## config.mk

```make
export PLATFORM = sky130hd
export DESIGN_NAME = posedge_nbit_updown_counter
export DESIGN_NICKNAME = d
export VERILOG_FILES = /design/src/rtl/counter_pkg.sv /design/src/rtl/posedge_nbit_updown_counter.sv
export SDC_FILE = /design/constraint.sdc
export NUM_CORES = 1
export LEC_CHECK = 0
export BUFFER_PORTS_ARGS = -buffer_cell sky130_fd_sc_hd__buf_2
export CAP_MARGIN = 20
export CORE_AREA = 2 2 39 41
export DETAILED_ROUTE_END_ITERATION = 8
export DIE_AREA = 0 0 41 43
export SYNTH_ARGS = -nofsm -noshare
export SYNTH_HDL_FRONTEND = slang
export SYNTH_SLANG_ARGS = --single-unit
```

## constraint.sdc

```tcl
create_clock -name CLK -period 1.4 [get_ports CLK]
set_clock_uncertainty 0.1 [all_clocks]
set_input_delay 0.07 -clock CLK [delete_from_list [all_inputs] [get_ports CLK]]
set_output_delay 0.07 -clock CLK [all_outputs]
set_load 0.02 [all_outputs]
```

## src/rtl/counter_pkg.sv

```systemverilog
`default_nettype none
// counter_pkg: shared direction encoding and modulo next-count helper for counter primitives.
package counter_pkg;

  typedef enum logic {
    DIR_DOWN = 1'b0,
    DIR_UP   = 1'b1
  } count_dir_e;

  localparam int C_MAX_WIDTH = 32;

  // Wrapped successor/predecessor of q within 0..modulus-1, at C_MAX_WIDTH bits.
  function automatic logic [C_MAX_WIDTH-1:0] next_count(
    input logic [C_MAX_WIDTH-1:0] q,
    input count_dir_e             up,
    input logic [C_MAX_WIDTH-1:0] modulus
  );
    logic [C_MAX_WIDTH-1:0] r;
    if (up == DIR_UP) begin
      r = (q == modulus - 1) ? '0 : q + 1;
    end else begin
      r = (q == '0) ? modulus - 1 : q - 1;
    end
    return r;
  endfunction

endpackage : counter_pkg
`default_nettype wire

```

## src/rtl/posedge_nbit_updown_counter.sv

```systemverilog
`default_nettype none
// posedge_nbit_updown_counter: WIDTH-bit modulo up/down counter with preset, load and TC/WRAP flags.
// Macro COUNTER_SATURATE_EN: saturate at 0 / MODULUS-1 instead of wrapping (WRAP tied 0).
module posedge_nbit_updown_counter
  import counter_pkg::*;
#(
  parameter int WIDTH   = 3,
  parameter int MODULUS = 2 ** WIDTH
) (
  input  logic             CLK,
  input  logic             RST,
  input  logic             PRE,
  input  logic             EN,
  input  logic             UP,
  input  logic             LOAD,
  input  logic [WIDTH-1:0] D,
  output logic [WIDTH-1:0] Q,
  output logic             TC,
  output logic             WRAP
);

  localparam logic [WIDTH-1:0]       C_MAX_Q   = WIDTH'(MODULUS - 1);
  localparam logic [C_MAX_WIDTH-1:0] C_MOD_EXT = C_MAX_WIDTH'(MODULUS);

  logic [WIDTH-1:0] q_q;
  logic [WIDTH-1:0] q_d;
  logic [WIDTH-1:0] step_val;
  logic             at_limit;
  count_dir_e       dir;

  assign dir      = count_dir_e'(UP);
  assign at_limit = (dir == DIR_UP) ? (q_q == C_MAX_Q) : (q_q == '0);
  assign step_val = WIDTH'(next_count(C_MAX_WIDTH'(q_q), dir, C_MOD_EXT));
  assign TC       = EN & at_limit;
  assign Q        = q_q;

`ifdef COUNTER_SATURATE_EN

  always_comb begin
    q_d = q_q;
    if (PRE) begin
      q_d = C_MAX_Q;
    end else if (LOAD) begin
      q_d = (C_MAX_WIDTH'(D) >= C_MOD_EXT) ? C_MAX_Q : D;
    end else if (EN && !at_limit) begin
      q_d = step_val;
    end
  end

  always_ff @(posedge CLK) begin
    if (RST) begin
      q_q <= '0;
    end else begin
      q_q <= q_d;
    end
  end

  assign WRAP = 1'b0;

`else

  logic wrap_q;
  logic wrap_d;

  always_comb begin
    q_d    = q_q;
    wrap_d = 1'b0;
    if (PRE) begin
      q_d = C_MAX_Q;
    end else if (LOAD) begin
      // Out-of-range load values clamp so no illegal state is ever held.
      q_d = (C_MAX_WIDTH'(D) >= C_MOD_EXT) ? C_MAX_Q : D;
    end else if (EN) begin
      q_d    = step_val;
      wrap_d = at_limit;
    end
  end

  always_ff @(posedge CLK) begin
    if (RST) begin
      q_q    <= '0;
      wrap_q <= 1'b0;
    end else begin
      q_q    <= q_d;
      wrap_q <= wrap_d;
    end
  end

  assign WRAP = wrap_q;

`endif

endmodule : posedge_nbit_updown_counter
`default_nettype wire

```

# --- Yosys cells after proc, flatten, opt, wreduce, memory -nomap -nowiden ---
# Index checks and enable logic that the tools add are counted.
word_totals:
  register_bits: 4
  mem_bits_rw: 0
  latch_bits: 0
  in_bits: 9
  mem_count: 0
  romBits: 0
  out_inout_bits: 5
op_classes:
  add_sub_neg: 2
  n_reduce_logical: 3
  shifts: 0
  n_mul: 0
  eq_ne: 1
  bitwise: 2
  mux: 7
  magnitude_cmp: 0
  n_div: 0
ops:
  columns: ["op", "n"]
  rows:
  - ["$mux 3", 6]
  - ["$reduce_or 4->1", 1]
  - ["$add 3x1->3 const B", 1]
  - ["$eq 3x3->1 const B", 1]
  - ["$logic_not 3->1", 1]
  - ["$reduce_bool 3->1", 1]
  - ["$sub 3x1->3 const B", 1]
  - ["$and 1x1->1", 1]
  - ["$mux 1", 1]
  - ["$not 1->1", 1]

# --- Logic depth before layout (Yosys ltp) ---
logic_depth:
  word_depth: 6
  depth_mapped: 5
  mapped_depth_nobuf: 5

# --- Least setup slack after synthesis ---
# No wires, ideal clock.
synth_path:
  kind: "flip-flop to flip-flop"
  start: "register q_q[0], in the netlist Q[0]"
  end: "register q_q[0], in the netlist Q[0]"
  path_slack_ns: -0.044
  t_arrival_ns: 1.215
  path_buffers: 0
  period_less_slack_ns: 1.444
  setup_ns: 0.129
  stages_incl_launch_ff: 6
  path_cell_list: "dfxtp_1 inv_1 ha_1 nor3b_1 and4bb_1 nor4_2"
synth_between:
  elab_chain_len: 6
synth_lines:
  columns: ["element", "line", "source"]
  rows:
  - ["start, declared", "posedge_nbit_updown_counter.sv:25", "logic [WIDTH-1:0] q_q;"]
  - ["start signal, assigned", "posedge_nbit_updown_counter.sv:84", "q_q <= q_d;"]
  - ["$sub 3x1->3 (tied with other cells)", "counter_pkg.sv:22", "r = (q == '0) ? modulus - 1 : q - 1;"]
  - ["$mux 3 (on tied branches)", "counter_pkg.sv:22, counter_pkg.sv:20", null]
  - ["$mux 3 (*)", "counter_pkg.sv:19", "if (up == DIR_UP) begin"]
  - ["$mux 3 (*)", "posedge_nbit_updown_counter.sv:73", "end else if (EN) begin"]
  - ["$mux 3 (*)", "posedge_nbit_updown_counter.sv:70", "end else if (LOAD) begin"]
  - ["$mux 3 (*)", "posedge_nbit_updown_counter.sv:68", "if (PRE) begin"]
# Mark *: on every way between the ends. The rest lies on a longest branch, timed or not. The select of a mux whose other input is x is not followed.
# A chain may end at the register's enable or synchronous reset.

# --- Final worst setup path ---
layout_path:
  start: "register q_q[0], in the netlist Q[0]"
  end: "output port TC"
layout_between:
  elab_chain_len: 3
layout_lines:
  columns: ["element", "line", "source"]
  rows:
  - ["$eq 3x3->1 or $logic_not 3->1 (tied branches)", "posedge_nbit_updown_counter.sv:32", "assign at_limit = (dir == DIR_UP) ? (q_q == C_MAX_Q) : (q_q == '0);"]
  - ["$mux 1 (*)", "posedge_nbit_updown_counter.sv:32", null]
  - ["$and 1x1->1 (*)", "posedge_nbit_updown_counter.sv:34", "assign TC = EN & at_limit;"]
  - ["end, declared", "posedge_nbit_updown_counter.sv:18", "output logic TC,"]
# Mark *: on every way between the ends. The rest lies on a longest branch, timed or not.

==> impl_metrics.env <==
export IMPL_status="finished, violations left"
export IMPL_failed_checks="setup timing"
export IMPL_via_per_inst=4.88
export IMPL_rsz0062_at_grt="yes"
export IMPL_synth_warnings=0
export IMPL_tritoncts="done"
export IMPL_post_place_cells=64
export IMPL_syn_to_final_growth_pct=67.7
export IMPL_dieArea_sq_um=1760
export IMPL_drt_pass1_iterations=3
export IMPL_clkSinkCount=4
export IMPL_cp_cell_sequence="inv_4 -> ha_4 -> nor3b_4 -> a21oi_2 -> nor2b_1 -> buf_4"
export IMPL_post_route_drc_count=0
export IMPL_cp_end_kind="output pin"
export IMPL_utilization_pct=38.1
export IMPL_worstSkewPairLatency_ns=0.24
export IMPL_slew_headroom_pct=80.1
export IMPL_r2r_start="Q[0]"
export IMPL_drt_iter0_markers=10
export IMPL_antenna_found_initial=0
export IMPL_critical_path_startpoint="Q[0]"
export IMPL_report_final_slew_viol_count=0
export IMPL_grt_max_degree=10
export IMPL_totalWireLength_microns=989
export IMPL_crit_type="reg -> out"
export IMPL_syn_area_sq_um=314
export IMPL_coreArea_sq_um=1380
export IMPL_wl_per_cell_microns=13.2
export IMPL_grt_pass1_wl_microns=1470
export IMPL_syn_nets=48
export IMPL_holdCritPathClass="in -> reg"
export IMPL_fin_crit_sh_pct=109
export IMPL_cap_violations=0
export IMPL_hold_path_startpoint="D[2]"
export IMPL_core_rowCount=14
export IMPL_worstMarginPinSlew_ns=0.296
export IMPL_crit_slowest_cell="dfxtp_4"
export IMPL_ys_seq_area_share_pct=25.5
export IMPL_drive_gt1_share_pct=59.3
export IMPL_gp_congestion=0.834
export IMPL_dp_hpwl_microns=584
export IMPL_setup_tns_final_ns=-0.143
export IMPL_cp_slowest_stage_delay_ns=0.35
export IMPL_start_util_pct=22.7
export IMPL_vdd_drop_max_v=0.000587
export IMPL_crit_path_start_kind="register"
export IMPL_portBuffers=13
export IMPL_vias=366
export IMPL_numCtsBuffers=3
export IMPL_synth_avg_cell_area_sq_um=8.97
export IMPL_crit_fanout=3
export IMPL_nNetsFinal=74
export IMPL_n_antenna_cell=0
export IMPL_die_w_microns=41
export IMPL_htree_levels=1
export IMPL_fin_cells=75
export IMPL_fmax_mhz=658
export IMPL_p_leak_nw=0.235
export IMPL_path_clk_slew_ns=0.04
export IMPL_synth_cells=35
export IMPL_cp_arrival_ns=1.35
export IMPL_ys_types=18
export IMPL_overflow=0
export IMPL_finalWorstSetupSlack_ns=-0.120
export IMPL_die_height_microns=43
export IMPL_hold_viol=0
export IMPL_finalSetupViolations=2
export IMPL_top_level_ports=14
export IMPL_period_needed_ns=1.52
export IMPL_clock_root_buffer="clkbuf_4"
export IMPL_grtUsageTotal_pct=13.0
export IMPL_first_global_vias=346
export IMPL_required_ns=1.23
export IMPL_power_density_nw_per_um2=834
export IMPL_ys_ff_latch=4
export IMPL_clockBufferDepth=2
export IMPL_ant_nets=0
==> routing by layer <==
metal,track usage (%),wire [microns],vias to the layer above
li1,-,-,182
met3,9.42,82,0
met2,20.3,513,13
met1,14.1,394,171
met5,0,0,-
met4,2.00,0,0
==> power breakdown <==
part	switching (W)	internal [W]	total [W]
Sequential	0.0000119	0.000123	0.000135
Combinational	0.0000727	0.0000798	0.000153
Clock	0.0000552	0.0000964	0.000152
Total	0.000140	0.000300	0.000439
==> metrics by stage <==
stage	hold slack, ns	total power, W	instance area [sq um]	setup slack, ns
2_1_floorplan	0.0336	0.000196	315	0.00191
3_3_place_gp	0.188	0.000236	397	-0.00248
3_5_place_dp	0.190	0.000236	397	-0.0201
4_1_cts	0.0201	0.000424	500	-0.102
5_1_grt	0.0322	0.000470	527	-0.200
6_report	0.0176	0.000439	527	-0.120
==> final timing paths <==
kind,to,slack [ns],depth (start not counted)
worst min register to register,Q[2],0.66,3
worst min-delay path,Q[2],0.02,3
worst max register to register,Q[2],-0.02,6
worst max-delay path,TC,-0.12,6
==> area by class of cell <==
cell class | count | area, sq um
Tap cell | 16 | 20.0
Inverter | 2 | 10.0
Timing Repair Buffer | 22 | 138
Fill cell | 136 | 857
Sequential cell | 4 | 85.1
Clock buffer | 3 | 22.5
Multi-Input combinational cell | 28 | 251
==> placed cells by master, fill, tap and decap left out, types with 2 or more instances in the layout <==
| cell | synthesis | final |
|---|---|---|
| nor4_1 | 2 | 2 |
| nor3b_1 | 3 | 2 |
| nor2_1 | 2 | 2 |
| dfxtp_1 | 4 | 2 |
| clkbuf_4 | 0 | 3 |
| a21oi_1 | 6 | 4 |
| buf_4 | 0 | 9 |
| ha_2 | 0 | 2 |
| buf_2 | 0 | 12 |
| a21oi_2 | 0 | 2 |
| or3_1 | 2 | 2 |
==> cell usage after synthesis <==
cell type / count / area, sq um
a311oi_1: 1 / 8.76
a31oi_1: 1 / 6.26
or2b_1: 1 / 7.51
nor2_1: 2 / 7.51
nor4_1: 2 / 12.5
nor3b_1: 3 / 22.5
ha_1: 4 / 50.1
inv_1: 2 / 7.51
a21oi_1: 6 / 30.0
dfxtp_1: 4 / 80.1
or3_1: 2 / 12.5
o31ai_1: 1 / 7.51
nor2b_1: 1 / 6.26
buf_6: 1 / 11.3
and4bb_1: 1 / 12.5
xor2_1: 1 / 8.76
nor4bb_1: 1 / 10.0
nor4_2: 1 / 12.5
==> worst max-delay path, delay by kind of cell, from the launching register on <==
family          cells  cell delay [ns]
compound gates      1             0.06
fa+ha+maj           1             0.14
buf+inv             2             0.21
flops               1             0.35
simple gates        2             0.34
==> registers in the layout, summed over array words and instances, names as in the netlist <==
name / flops
WRAP: 1
Q: 3
==> kinds of logic (layout without fill, tap and decap cells) <==
kind of cell    after synthesis  in the layout  share of synthesized area, %
xor+xnor                      1              1                          2.79
buf+inv                       3             27                          5.98
compound gates                9              9                          16.7
fa+ha+maj                     4              4                          15.9
flops                         4              4                          25.5
simple gates                 14             14                          33.1
==> what timing repair did <==
item,CTS,global route
hold buffers,1,0
endpoints found under the hold margin,3,0
resized for setup,13,1
pin swaps,2,2
setup endpoints to repair,3,2
gates cloned,0,0
buffers inserted,4,3
(Power assumes the default switching activity.)
